**src/rtl/pim_array_controller.sv**
```systemverilog
// pim_array_controller: host bus to NUM_PIM PIM cores, each with a private 1-port RAM.
// Per-channel IDLE/RUN/DONE FSM decides RAM ownership and core reset; host polls STATUS or takes irq.
module pim_array_controller #(
    parameter int          NUM_PIM   = 2,
    parameter int          RAM_AW    = 10,
    parameter logic [7:0]  BASE_HI   = 8'h20,
    parameter logic [31:0] DONE_ADDR = 32'h0000_1000
) (
    input  logic                       clk,
    input  logic                       rstN,
    input  logic [31:0]                host_addr,
    input  logic [31:0]                host_wdata,
    input  logic [3:0]                 host_wmask,
    input  logic                       host_rstrb,
    output logic [31:0]                host_rdata,
    output logic                       host_hit_q,
    output logic                       host_rbusy,
    output logic                       host_wbusy,
    output logic                       irq,
    output logic [NUM_PIM-1:0]         pim_rstN,
    input  logic [NUM_PIM*32-1:0]      pim_addr,
    input  logic [NUM_PIM*32-1:0]      pim_wdata,
    input  logic [NUM_PIM*4-1:0]       pim_wmask,
    input  logic [NUM_PIM-1:0]         pim_rstrb,
    output logic [NUM_PIM*32-1:0]      pim_rdata,
    output logic [NUM_PIM-1:0]         pim_rbusy,
    output logic [NUM_PIM-1:0]         pim_wbusy,
    output logic [NUM_PIM*RAM_AW-1:0]  ram_addr,
    output logic [NUM_PIM*32-1:0]      ram_wdata,
    output logic [NUM_PIM*4-1:0]       ram_byteena,
    output logic [NUM_PIM-1:0]         ram_wen,
    output logic [NUM_PIM-1:0]         ram_rden,
    input  logic [NUM_PIM*32-1:0]      ram_rdata
);
    typedef enum logic [1:0] {S_IDLE, S_RUN, S_DONE} state_t;

    state_t             r_state [NUM_PIM];
    state_t             w_state_nxt [NUM_PIM];
    logic [NUM_PIM-1:0] r_done, r_err, r_irq_en, r_pim_rstn, r_irq;
    logic [NUM_PIM-1:0] w_done_nxt, w_err_nxt, w_irq_en_nxt;
    logic [NUM_PIM-1:0] w_run, w_done_st, w_host_sel, w_err_set;
    logic               r_rd_vld, r_rd_ram, r_rd_busy;
    logic [2:0]         r_rd_ch;
    logic [31:0]        r_ctrl_q, w_ram_q, w_status, w_ctrl_rd;
    logic               w_hit, w_ctrl, w_wr, w_start, w_halt, w_clear, w_irqen_wr, w_unused;
    logic [3:0]         w_ch;
    logic [11:0]        w_off;

    assign w_hit      = host_addr[31:24] == BASE_HI;
    assign w_ch       = host_addr[15:12];
    assign w_off      = host_addr[11:0];
    assign w_ctrl     = w_hit && w_ch == 4'hF;
    assign w_wr       = |host_wmask;
    assign w_start    = w_ctrl && w_wr && w_off == 12'h000;
    assign w_halt     = w_ctrl && w_wr && w_off == 12'h004;
    assign w_clear    = w_ctrl && w_wr && w_off == 12'h008;
    assign w_irqen_wr = w_ctrl && w_wr && w_off == 12'h00C;
    assign w_unused   = ^host_addr[23:16];

    for (genvar i = 0; i < NUM_PIM; i++) begin : g_ch
        logic [31:0] w_pa;
        logic [3:0]  w_pwm;
        assign w_pa          = pim_addr[i*32 +: 32];
        assign w_pwm         = pim_wmask[i*4 +: 4];
        assign w_run[i]      = r_state[i] == S_RUN;
        assign w_done_st[i]  = w_run[i] && |w_pwm && w_pa == DONE_ADDR;
        assign w_host_sel[i] = w_hit && w_ch == 4'(i);
        assign w_err_set[i]  = w_host_sel[i] && w_run[i] && (w_wr || host_rstrb);
        // Ownership follows the current state, so the mux flips on the same edge as the FSM.
        assign ram_addr[i*RAM_AW +: RAM_AW] = w_run[i] ? w_pa[RAM_AW+1:2] : host_addr[RAM_AW+1:2];
        assign ram_wdata[i*32 +: 32]        = w_run[i] ? pim_wdata[i*32 +: 32] : host_wdata;
        assign ram_byteena[i*4 +: 4]        = w_run[i] ? w_pwm : host_wmask;
        assign ram_wen[i]  = w_run[i] ? (|w_pwm && w_pa != DONE_ADDR) : (w_host_sel[i] && w_wr);
        assign ram_rden[i] = w_run[i] ? pim_rstrb[i] : (w_host_sel[i] && host_rstrb);
        assign pim_rdata[i*32 +: 32] = ram_rdata[i*32 +: 32];
    end

    always_comb begin
        for (int i = 0; i < NUM_PIM; i++) begin
            w_state_nxt[i] = r_state[i];
            w_done_nxt[i]  = r_done[i];
            w_err_nxt[i]   = r_err[i] | w_err_set[i];
            if (w_clear && host_wdata[i]) begin
                w_done_nxt[i]  = 1'b0;
                w_err_nxt[i]   = 1'b0;
                w_state_nxt[i] = r_state[i] == S_DONE ? S_IDLE : r_state[i];
            end
            if (w_start && host_wdata[i] && r_state[i] != S_RUN) begin
                w_state_nxt[i] = S_RUN;
                w_done_nxt[i]  = 1'b0;
            end
            if (w_done_st[i]) begin
                w_state_nxt[i] = S_DONE;
                w_done_nxt[i]  = 1'b1;
            end
            // HALT overrides a completion store landing in the same cycle.
            if (w_halt && host_wdata[i]) begin
                w_state_nxt[i] = S_IDLE;
                w_done_nxt[i]  = r_done[i];
            end
        end
    end

    assign w_irq_en_nxt = w_irqen_wr ? host_wdata[NUM_PIM-1:0] : r_irq_en;
    assign w_status     = {8'h00, 8'(r_err), 8'(r_done), 8'(w_run)};
    assign w_ctrl_rd    = w_off == 12'h00C ? 32'(r_irq_en) : w_off == 12'h010 ? w_status : 32'h0;

    always_comb begin
        w_ram_q = 32'h0;
        for (int i = 0; i < NUM_PIM; i++)
            if (r_rd_ch == 3'(i)) w_ram_q = ram_rdata[i*32 +: 32];
    end

    always_ff @(posedge clk or negedge rstN) begin
        if (!rstN) begin
            for (int i = 0; i < NUM_PIM; i++) r_state[i] <= S_IDLE;
            r_done     <= '0;
            r_err      <= '0;
            r_irq_en   <= '0;
            r_pim_rstn <= '0;
            r_irq      <= '0;
            r_rd_vld   <= 1'b0;
            r_rd_ram   <= 1'b0;
            r_rd_busy  <= 1'b0;
            r_rd_ch    <= '0;
            r_ctrl_q   <= '0;
        end else begin
            for (int i = 0; i < NUM_PIM; i++) begin
                r_state[i]    <= w_state_nxt[i];
                r_pim_rstn[i] <= w_state_nxt[i] == S_RUN;
            end
            r_done    <= w_done_nxt;
            r_err     <= w_err_nxt;
            r_irq_en  <= w_irq_en_nxt;
            r_irq     <= {{(NUM_PIM-1){1'b0}}, |(w_done_nxt & w_irq_en_nxt)};
            r_rd_vld  <= w_hit && host_rstrb;
            r_rd_ram  <= 32'(w_ch) < NUM_PIM;
            r_rd_busy <= |(w_host_sel & w_run);
            r_rd_ch   <= w_ch[2:0];
            r_ctrl_q  <= w_ctrl ? w_ctrl_rd : 32'h0;
        end
    end

    assign host_rdata = !r_rd_vld ? 32'h0 : r_rd_ram ? (r_rd_busy ? 32'hDEAD_BEEF : w_ram_q) : r_ctrl_q;
    assign host_hit_q = r_rd_vld;
    assign irq        = r_irq[0];
    assign pim_rstN   = r_pim_rstn;
    assign host_rbusy = 1'b0;
    assign host_wbusy = 1'b0;
    assign pim_rbusy  = '0;
    assign pim_wbusy  = '0;
endmodule
```
**config.mk**
```make
export PLATFORM = sky130hd
export DESIGN_NAME = pim_array_controller
export DESIGN_NICKNAME = d
export VERILOG_FILES = /design/src/rtl/pim_array_controller.sv
export SDC_FILE = /design/constraint.sdc
export NUM_CORES = 1
export LEC_CHECK = 0
export ABC_AREA = 1
export CORE_AREA = 2 2 184 186
export CTS_CLUSTER_SIZE = 25
export DETAILED_ROUTE_END_ITERATION = 10
export DIE_AREA = 0 0 186 188
export GPL_TIMING_DRIVEN = 0
export PLACE_DENSITY = 0.41
export SKIP_LAST_GASP = 1
export SYNTH_ARGS = -nofsm -noshare
export SYNTH_HDL_FRONTEND = slang
export SYNTH_SLANG_ARGS = --single-unit
```
**constraint.sdc**
```tcl
create_clock -name clk -period 4 [get_ports clk]
set_clock_uncertainty 0.15 [all_clocks]
set_input_delay 0.8 -clock clk [delete_from_list [all_inputs] [get_ports clk]]
set_output_delay 0.8 -clock clk [all_outputs]
set_load 0.05 [all_outputs]
```
=== Yosys cells after proc, flatten, opt, wreduce, memory -nomap -nowiden ===
Cells that the tools add are included.

* $add $sub $neg: 0
* Multipliers: 0
* Div/mod/pow operators: 0
* Order comparisons: 1
* Equal/unequal tests: 20
* Shifts and indexed selects: 0
* Muxes and demuxes: 39
* Bitwise logic cells: 4
* Reduce and logical (&&, ||, !) cells: 40

{| class="wikitable"
|+ Operators with widths
! operator !! count
|-
| 32-bit 2-to-1 mux || 7
|-
| 32-bit by 13-bit == test with 1-bit output (second input constant) || 2
|-
| 32-bit by 13-bit inequality test with 1-bit output (second input constant) || 2
|-
| 18-bit 2-to-1 mux || 3
|-
| 1-bit logical AND || 31
|-
| 12-bit by 4-bit == test with 1-bit output (second input constant) || 2
|-
| 2-bit 2-to-1 mux || 11
|-
| 10-bit 2-to-1 mux || 2
|-
| 1-bit 2-to-1 mux || 14
|-
| 12-bit by 3-bit == test with 1-bit output (second input constant) || 1
|-
| 12-bit by 5-bit == test with 1-bit output (second input constant) || 1
|-
| 12-bit logical NOT || 1
|-
| 4-bit OR reduction || 3
|-
| 2-bit by 1-bit == test with 1-bit output (second input constant) || 4
|-
| 8-bit by 6-bit == test with 1-bit output (second input constant) || 1
|-
| 4-bit 2-to-1 mux || 2
|-
| 2-bit AND || 2
|-
| 2-bit == test (second input constant) || 2
|-
| 4-bit by 1-bit == test with 1-bit output (second input constant) || 1
|-
| 4-bit == test (second input constant) || 1
|-
| 4-bit logical NOT || 1
|-
| 4-bit by 2-bit less-than comparator with 1-bit output (second input constant) || 1
|-
| 2-bit by 1-bit inequality test with 1-bit output (second input constant) || 2
|-
| 2-bit OR reduction || 2
|-
| other kinds (4) || 5
|}

* Bits in registers: 37
* Latch bits: 0
* RAM bits: 0
* ROM bits: 0
* Bits of input ports: 273
* Word-level logic and storage cells: 116
* Memories: 0

=== Logic depth before layout (Yosys ltp) ===
Gate-level depths: netlist of the first run.

* Word-level depth: 11
* Gate-level depth with buffers: 11
* Gate-level depth less buffers: 11

=== Least setup slack after synthesis of the first run ===
OpenSTA, ideal clock, no wires.

* Path type: input -> output
* From: in host_addr[15]
* To: out ram_rden[0]
* Arrival time: 2,488 ps
* Setup slack: 562 ps
* Cell stages on the path: 4
* Path buffers: 0
* Path through: or2_0 > nor2_2 > nand3b_1 > o31ai_1

* Longest elaborated chain between the ends: 4

{| class="wikitable"
|+ RTL lines
! element !! line !! RTL
|-
| start, declared || 11 || <nowiki>input logic [31:0] host_addr,</nowiki>
|-
| 4-bit logical NOT || 67 || <nowiki>assign w_host_sel[i] = w_hit && w_ch == 4'(i);</nowiki>
|-
| 1-bit logical AND || 67 ||
|-
| 1-bit logical AND || 74 || <nowiki>assign ram_rden[i] = w_run[i] ? pim_rstrb[i] : (w_host_sel[i] && host_rstrb);</nowiki>
|-
| 1-bit 2-to-1 mux || 74 ||
|-
| end, declared || 32 || <nowiki>output logic [NUM_PIM-1:0] ram_rden,</nowiki>
|}

Every way passes these cells.

=== Worst setup path after layout of the first run ===
* From: in host_addr[14]
* To: out ram_wen[1]

* Longest elaborated chain between the ends: 4

{| class="wikitable"
|+ RTL lines
! element !! line !! RTL
|-
| 4-bit by 1-bit == test with 1-bit output || 67 ||
|-
| 1-bit logical AND || 67 ||
|-
| 1-bit logical AND || 73 || <nowiki>assign ram_wen[i] = w_run[i] ? (|w_pwm && w_pa != DONE_ADDR) : (w_host_sel[i] && w_wr);</nowiki>
|-
| 1-bit 2-to-1 mux || 73 ||
|-
| end, declared || 31 || <nowiki>output logic [NUM_PIM-1:0] ram_wen,</nowiki>
|}

Every way passes these cells.

==> results of run 1 <==
==> logic make-up after synthesis <==
family | synth area share
buffers and inverters | 0.219
AO/OA/AOI/OAI | 0.130
other | 0.000960
AND/OR/NAND/NOR | 0.490
flip-flops | 0.160
==> tightest hold or removal path: stages (launching register included) <==
cell,delay [ps]
dfrtp_1,350
o21ai_1,70
inv_1,50
==> metal layers <==
metal,track usage,vias up,wire [um]
met2,0.291,309,14400
met1,0.148,2731,9750
li1,-,3094,-
met4,0.0118,0,199
met5,0,-,0
met3,0.0379,9,2370
==> synth_stat cells, types with 2 or more instances <==
cell / count / area (um^2)
a21oi_1: 8 / 40.0
a221oi_1: 20 / 175
a22o_1: 2 / 17.5
buf_1: 2 / 7.51
buf_2: 9 / 45.0
buf_4: 70 / 526
clkbuf_1: 19 / 71.3
dfrtp_1: 25 / 626
inv_1: 46 / 173
inv_2: 8 / 30.0
nand2_1: 276 / 1040
nand2_2: 5 / 31.3
nand3_1: 15 / 75.1
nand3_2: 6 / 60.1
nand4_1: 14 / 87.6
nand4_2: 2 / 25.0
nor2_1: 88 / 330
nor2_2: 8 / 50.1
nor2_4: 3 / 33.8
nor2_8: 2 / 40.0
nor3_1: 6 / 30.0
nor4_1: 5 / 31.3
o211ai_1: 4 / 30.0
o21ai_0: 37 / 185
o21ai_1: 4 / 20.0
o21ai_2: 2 / 17.5
o31ai_1: 2 / 15.0
or2_0: 2 / 12.5
==> worst max-delay path by stage <==
stage,from,endpoint
2_1_floorplan,host_addr[15],ram_rden[0]
3_3_place_gp,host_addr[14],ram_wen[0]
3_5_place_dp,host_addr[14],ram_wen[0]
4_1_cts,host_addr[14],ram_rden[0]
5_1_grt,host_addr[14],ram_rden[1]
6_report,host_addr[14],ram_wen[1]
==> area by class of cell <==
class                   count  area share
repair buffers            460       0.502
inverters                  55      0.0226
clock inverters             1    0.000818
flip-flops and latches     25      0.0682
well taps                 448      0.0611
multi-input cells         524       0.266
plain buffers             100      0.0708
clock buffers               3     0.00818
==> per-stage QoR <==
step	utilization	cell area (um^2)	setup slack (ps)	setup TNS, ps
after floorplan	-	3930	562	0
after global placement	0.275	9090	-53.6	-53.6
after detailed placement	0.275	9090	-16.9	-16.9
after CTS	0.277	9170	9.00	0
after global routing	0.277	9180	22.9	0
final	0.277	9180	103	0
==> sequential cells by signal (all words and copies together), names as in the netlist <==
name	cells
host_hit_q	1
pim_rstN	2
r_ctrl_q	6
r_done	2
r_err	2
r_irq	1
r_irq_en	2
r_rd_busy	1
r_rd_ch	3
r_rd_ram	1
r_state	4
==> report_power, final <==
part | internal [W] | total [W] | switching, W
registers | 0.000255 | 0.000257 | 0.00000220
clock network | 0.000136 | 0.000224 | 0.0000879
logic | 0.000445 | 0.000959 | 0.000514
total | 0.000836 | 0.00144 | 0.000604
==> timing repair <==
action	in CTS	in global routing
endpoints found under the setup margin	1	1
hold endpoints to repair	0	0
hold buffers	0	0
gates resized for setup	1	1
pin swaps	0	0
==> flow_metrics.tcl, run 1 <==
set metrics [dict create \
    crit_type "primary input to output pin" \
    final_common_cell "clkdlybuf4s50_1" \
    slew_violations 0 \
    synth-async-reset-ratio 1.00 \
    htree_levels 1 \
    status "complete, no violations" \
    synth_warnings 0 \
    grt_max_degree 26 \
    die-area_mm2 0.0350 \
    die-width_um 186 \
    drt_iter0_drc 151 \
    synth_area_mm2 0.00391 \
    via_per_inst 3.80 \
    cp_num_buf_inv 2 \
    antenna_found_initial 1 \
    post_cts_buffers 0 \
    crit_chain "clkdlybuf4s50_1, or2_0, nor2_2, nand4_1, o21ai_0, clkdlybuf4s50_1" \
    synth_edf_count 0 \
    synth-seq-cells 25 \
    firstDrtPassIters 5 \
    cts_buffers 3 \
    reg2reg_setup_slack_ps 2230 \
    regArea_um2 626 \
    gp_congestion 0.833 \
    synth_cell_types 37 \
    worstSetupEndpointType "output pin" \
    cts_tree "done" \
    ys.flop_type "dfrtp_1" \
    holdWs_ps 345 \
    cts.path.max_buffers 2 \
    arrival_ps 2950 \
    crit_fanout 4 \
    finalSetupViolCount 0 \
    routedWlPerCell_um 16.5 \
    grt-ovfl-total 0 \
    fill_cells 3724 \
    hp-class "flip-flop to flip-flop" \
    grt_pass1_wl_um 37700 \
    placedCellCount 1612 \
    track_usage 0.143 \
    p_leak_nw 3.93 \
    vias 6143 \
    min_to "r_err[0]" \
    syn_avg_cell_area_um2 5.59 \
    r2r-start "r_state[3]" \
    root_buffer "clkbuf_16" \
    start_util 0.118 \
    cpLargestDelayFamily "buffers and inverters" \
    tightestPinTransition_ps 1140 \
    drive_above_1_share 0.107 \
    regToRegEndpoint "r_irq[0]" \
    diodes 0 \
    multi_input_area_mm2 0.00244 \
    worst-r2r-cell-count 8 \
    hold_start "r_err[0]" \
    syn_to_final_growth_pct 135 \
    wl_um 26700 \
    die_y_um 188 \
    totalPowerFinal_w 0.00144 \
    clkTransAtPathRegs_ps 60 \
    io_buffers 460 \
    cp.required_ps 3050 \
    layout.nets 1442 \
    cts.sinks 25 \
    cp_slowest_cell "clkdlybuf4s50_1" \
    maxSlewHeadroom 0.236 \
    worstSetupStartpointType "primary input" \
    finalHoldViolCount 0 \
    grt_pass1_vias 6325 \
    io_pins 475 \
    cp.depth 6 \
    final_cell_mix "458 x clkdlybuf4s50_1, 276 x nand2_1, 88 x nor2_1" \
    final_cells 1616 \
    clk_latency_ps 260 \
    design.core.area_mm2 0.0331 \
    drtAntennaViolNets 0 \
    hold_depth 2 \
    yosysSeqAreaShare 0.160 \
    period_share 0.974 \
    max_freq_mhz 257 \
    fin_crit_ps 3900 \
    maxCapViolations 0 \
    dpl.hpwl_um 24200 \
    cp_slowest_stage_delay_ps 870 \
    rsz0062_at_grt "no" \
    p_per_area_mw_per_mm2 157 \
    syn_inst 699 \
    drcViolationCount 0 \
    cpMostUsedCell "clkdlybuf4s50_1" \
    num_rows 67 \
    ir_worst_vdd_v 0.000114 \
]
Power figures use the tool's default switching activity.
==> inputs of run 2 (changes only) <==
- ABC_CLOCK_PERIOD_IN_PS: default -> 4000
==> results of run 2 <==
Final layout, timing and power as in run 1 (identical DEF).
==> inputs of run 3 (changes only) <==
- CTS_CLUSTER_SIZE: 25 -> default
- PLACE_DENSITY: 0.41 -> 0.54
==> flow_metrics.tcl, run 3 (synthesis gave the netlist of run 1 again) <==
set metrics [dict create \
    p_leak_nw 3.93 \
    maxSlewHeadroom 0.572 \
    wl_um 27100 \
    syn_to_final_growth_pct 135 \
    post-place-ws_ps -11.4 \
    gp_congestion 0.864 \
    dpl.hpwl_um 24600 \
    start_util 0.118 \
    clkTransAtPathRegs_ps 70 \
    grt_pass1_wl_um 38300 \
    regMostFlops "r_ctrl_q" \
    cts_buffers 3 \
    layout_setup_ws_ps 82.7 \
    cp.required_ps 3050 \
    via_per_inst 3.85 \
    die-width_um 186 \
    stdcell_area_mm2 0.00919 \
    p_per_area_mw_per_mm2 158 \
    rsz0062_at_grt "no" \
    vias 6237 \
    post_cts_buffers 0 \
    firstDrtPassIters 4 \
    final_cell_mix "458 x clkdlybuf4s50_1, 276 x nand2_1, 88 x nor2_1" \
    status "complete, no violations" \
    max_freq_mhz 255 \
    htree_levels 1 \
    drcViolationCount 0 \
    crit_type "primary input to output pin" \
    finalSetupViolCount 0 \
    crit_chain "clkdlybuf4s50_1, or2_0, nor2_2, nand4_1, o21ai_0, clkdlybuf4s50_1" \
    drive_above_1_share 0.108 \
    grt_pass1_vias 6416 \
    cts.sinks 25 \
    drtAntennaViolNets 0 \
    slew_violations 0 \
    grt_max_degree 26 \
    track_usage 0.148 \
    cts.path.max_buffers 2 \
    die-area_mm2 0.0350 \
    grt-ovfl-total 0 \
    ctsHoldBuffers 0 \
    ir_worst_vdd_v 0.000204 \
    period_share 0.979 \
    largest_register_ffs 6 \
    clk_latency_ps 260 \
    place_area_mm2 0.00909 \
    num_rows 67 \
    holdWs_ps 342 \
    io_pins 475 \
    worstSetupStartpointType "primary input" \
    tightestPinTransition_ps 640 \
    cp_slowest_cell "clkdlybuf4s50_1" \
    root_buffer "clkbuf_16" \
    maxCapViolations 0 \
    layout.nets 1443 \
    hp-class "flip-flop to flip-flop" \
    design.core.area_mm2 0.0331 \
    cp_slowest_stage_delay_ps 850 \
    cpMostUsedCell "clkdlybuf4s50_1" \
    finalHoldViolCount 0 \
    io_buffers 460 \
    top_regs "r_ctrl_q (6), r_state (4), r_rd_ch (3)" \
    cts_tree "done" \
    worstSetupEndpointType "output pin" \
    arrival_ps 2970 \
    drt_iter0_drc 148 \
    fin_crit_ps 3920 \
    die_y_um 188 \
    final_common_cell "clkdlybuf4s50_1" \
    crit_fanout 4 \
    reg2reg_setup_slack_ps 2250 \
    antenna_found_initial 1 \
    routedWlPerCell_um 16.7 \
]
[run 3: critical path: cells and delay by family]
family          cells  cell delay, ps
buf+inv             2            1330
simple gates        3             640
compound gates      1             200
[run 3: layout make-up]
type,count,area [um^2]
antenna,1,2.50
buffer,100,649
clock buffer,3,75.1
clock inverter,1,7.51
fill,3728,23900
inverter,55,208
multi-input combinational,524,2440
sequential,25,626
tap,448,561
timing repair buffer,461,4620
[run 3: power breakdown]
part,switching (W),internal (W)
Sequential,0.00000227,0.000255
Clock,0.0000922,0.000136
Combinational,0.000518,0.000446
[run 3: repair_timing]
action / 4_1_cts / 5_1_grt
resized for setup: 1 / 1
pin swaps: 0 / 0
gates cloned: 0 / 0
endpoints found under the setup margin: 1 / 1
[run 3: through the flow]
| stage | TNS (ps) | power [W] | cells | util |
|---|---|---|---|---|
| 4_1_cts | 0 | 0.00147 | 1616 | 0.277 |
| 3_3_place_gp | -3.83 | 0.00123 | 1612 | 0.275 |
| 5_1_grt | 0 | 0.00153 | 1618 | 0.278 |
| 2_1_floorplan | 0 | 0.000726 | 704 | - |
| 6_report | 0 | 0.00145 | 1618 | 0.278 |
| 3_5_place_dp | -11.4 | 0.00123 | 1612 | 0.275 |
[run 3: path summary, 6_finish.rpt]
path,depth (start not counted),startpoint,endpoint
min in group asynchronous,1,rstN,r_ctrl_q[17]
min reg2reg,2,r_err[0],r_err[0]
min,2,r_err[0],r_err[0]
max,6,host_addr[14],ram_rden[1]
max reg2reg,3,r_state[1],r_rd_busy
max in group asynchronous,2,rstN,pim_rstN[1]
[run 3: per-layer routing]
| layer | up-vias | GRT usage | share of wire | wire [um] |
|---|---|---|---|---|
| met5 | - | 0 | 0 | 0 |
| met4 | 0 | 0.0376 | 0.022 | 583 |
| met3 | 22 | 0.0369 | 0.086 | 2330 |
| met2 | 316 | 0.296 | 0.54 | 14500 |
| met1 | 2802 | 0.148 | 0.36 | 9650 |
| li1 | 3097 | - | - | - |
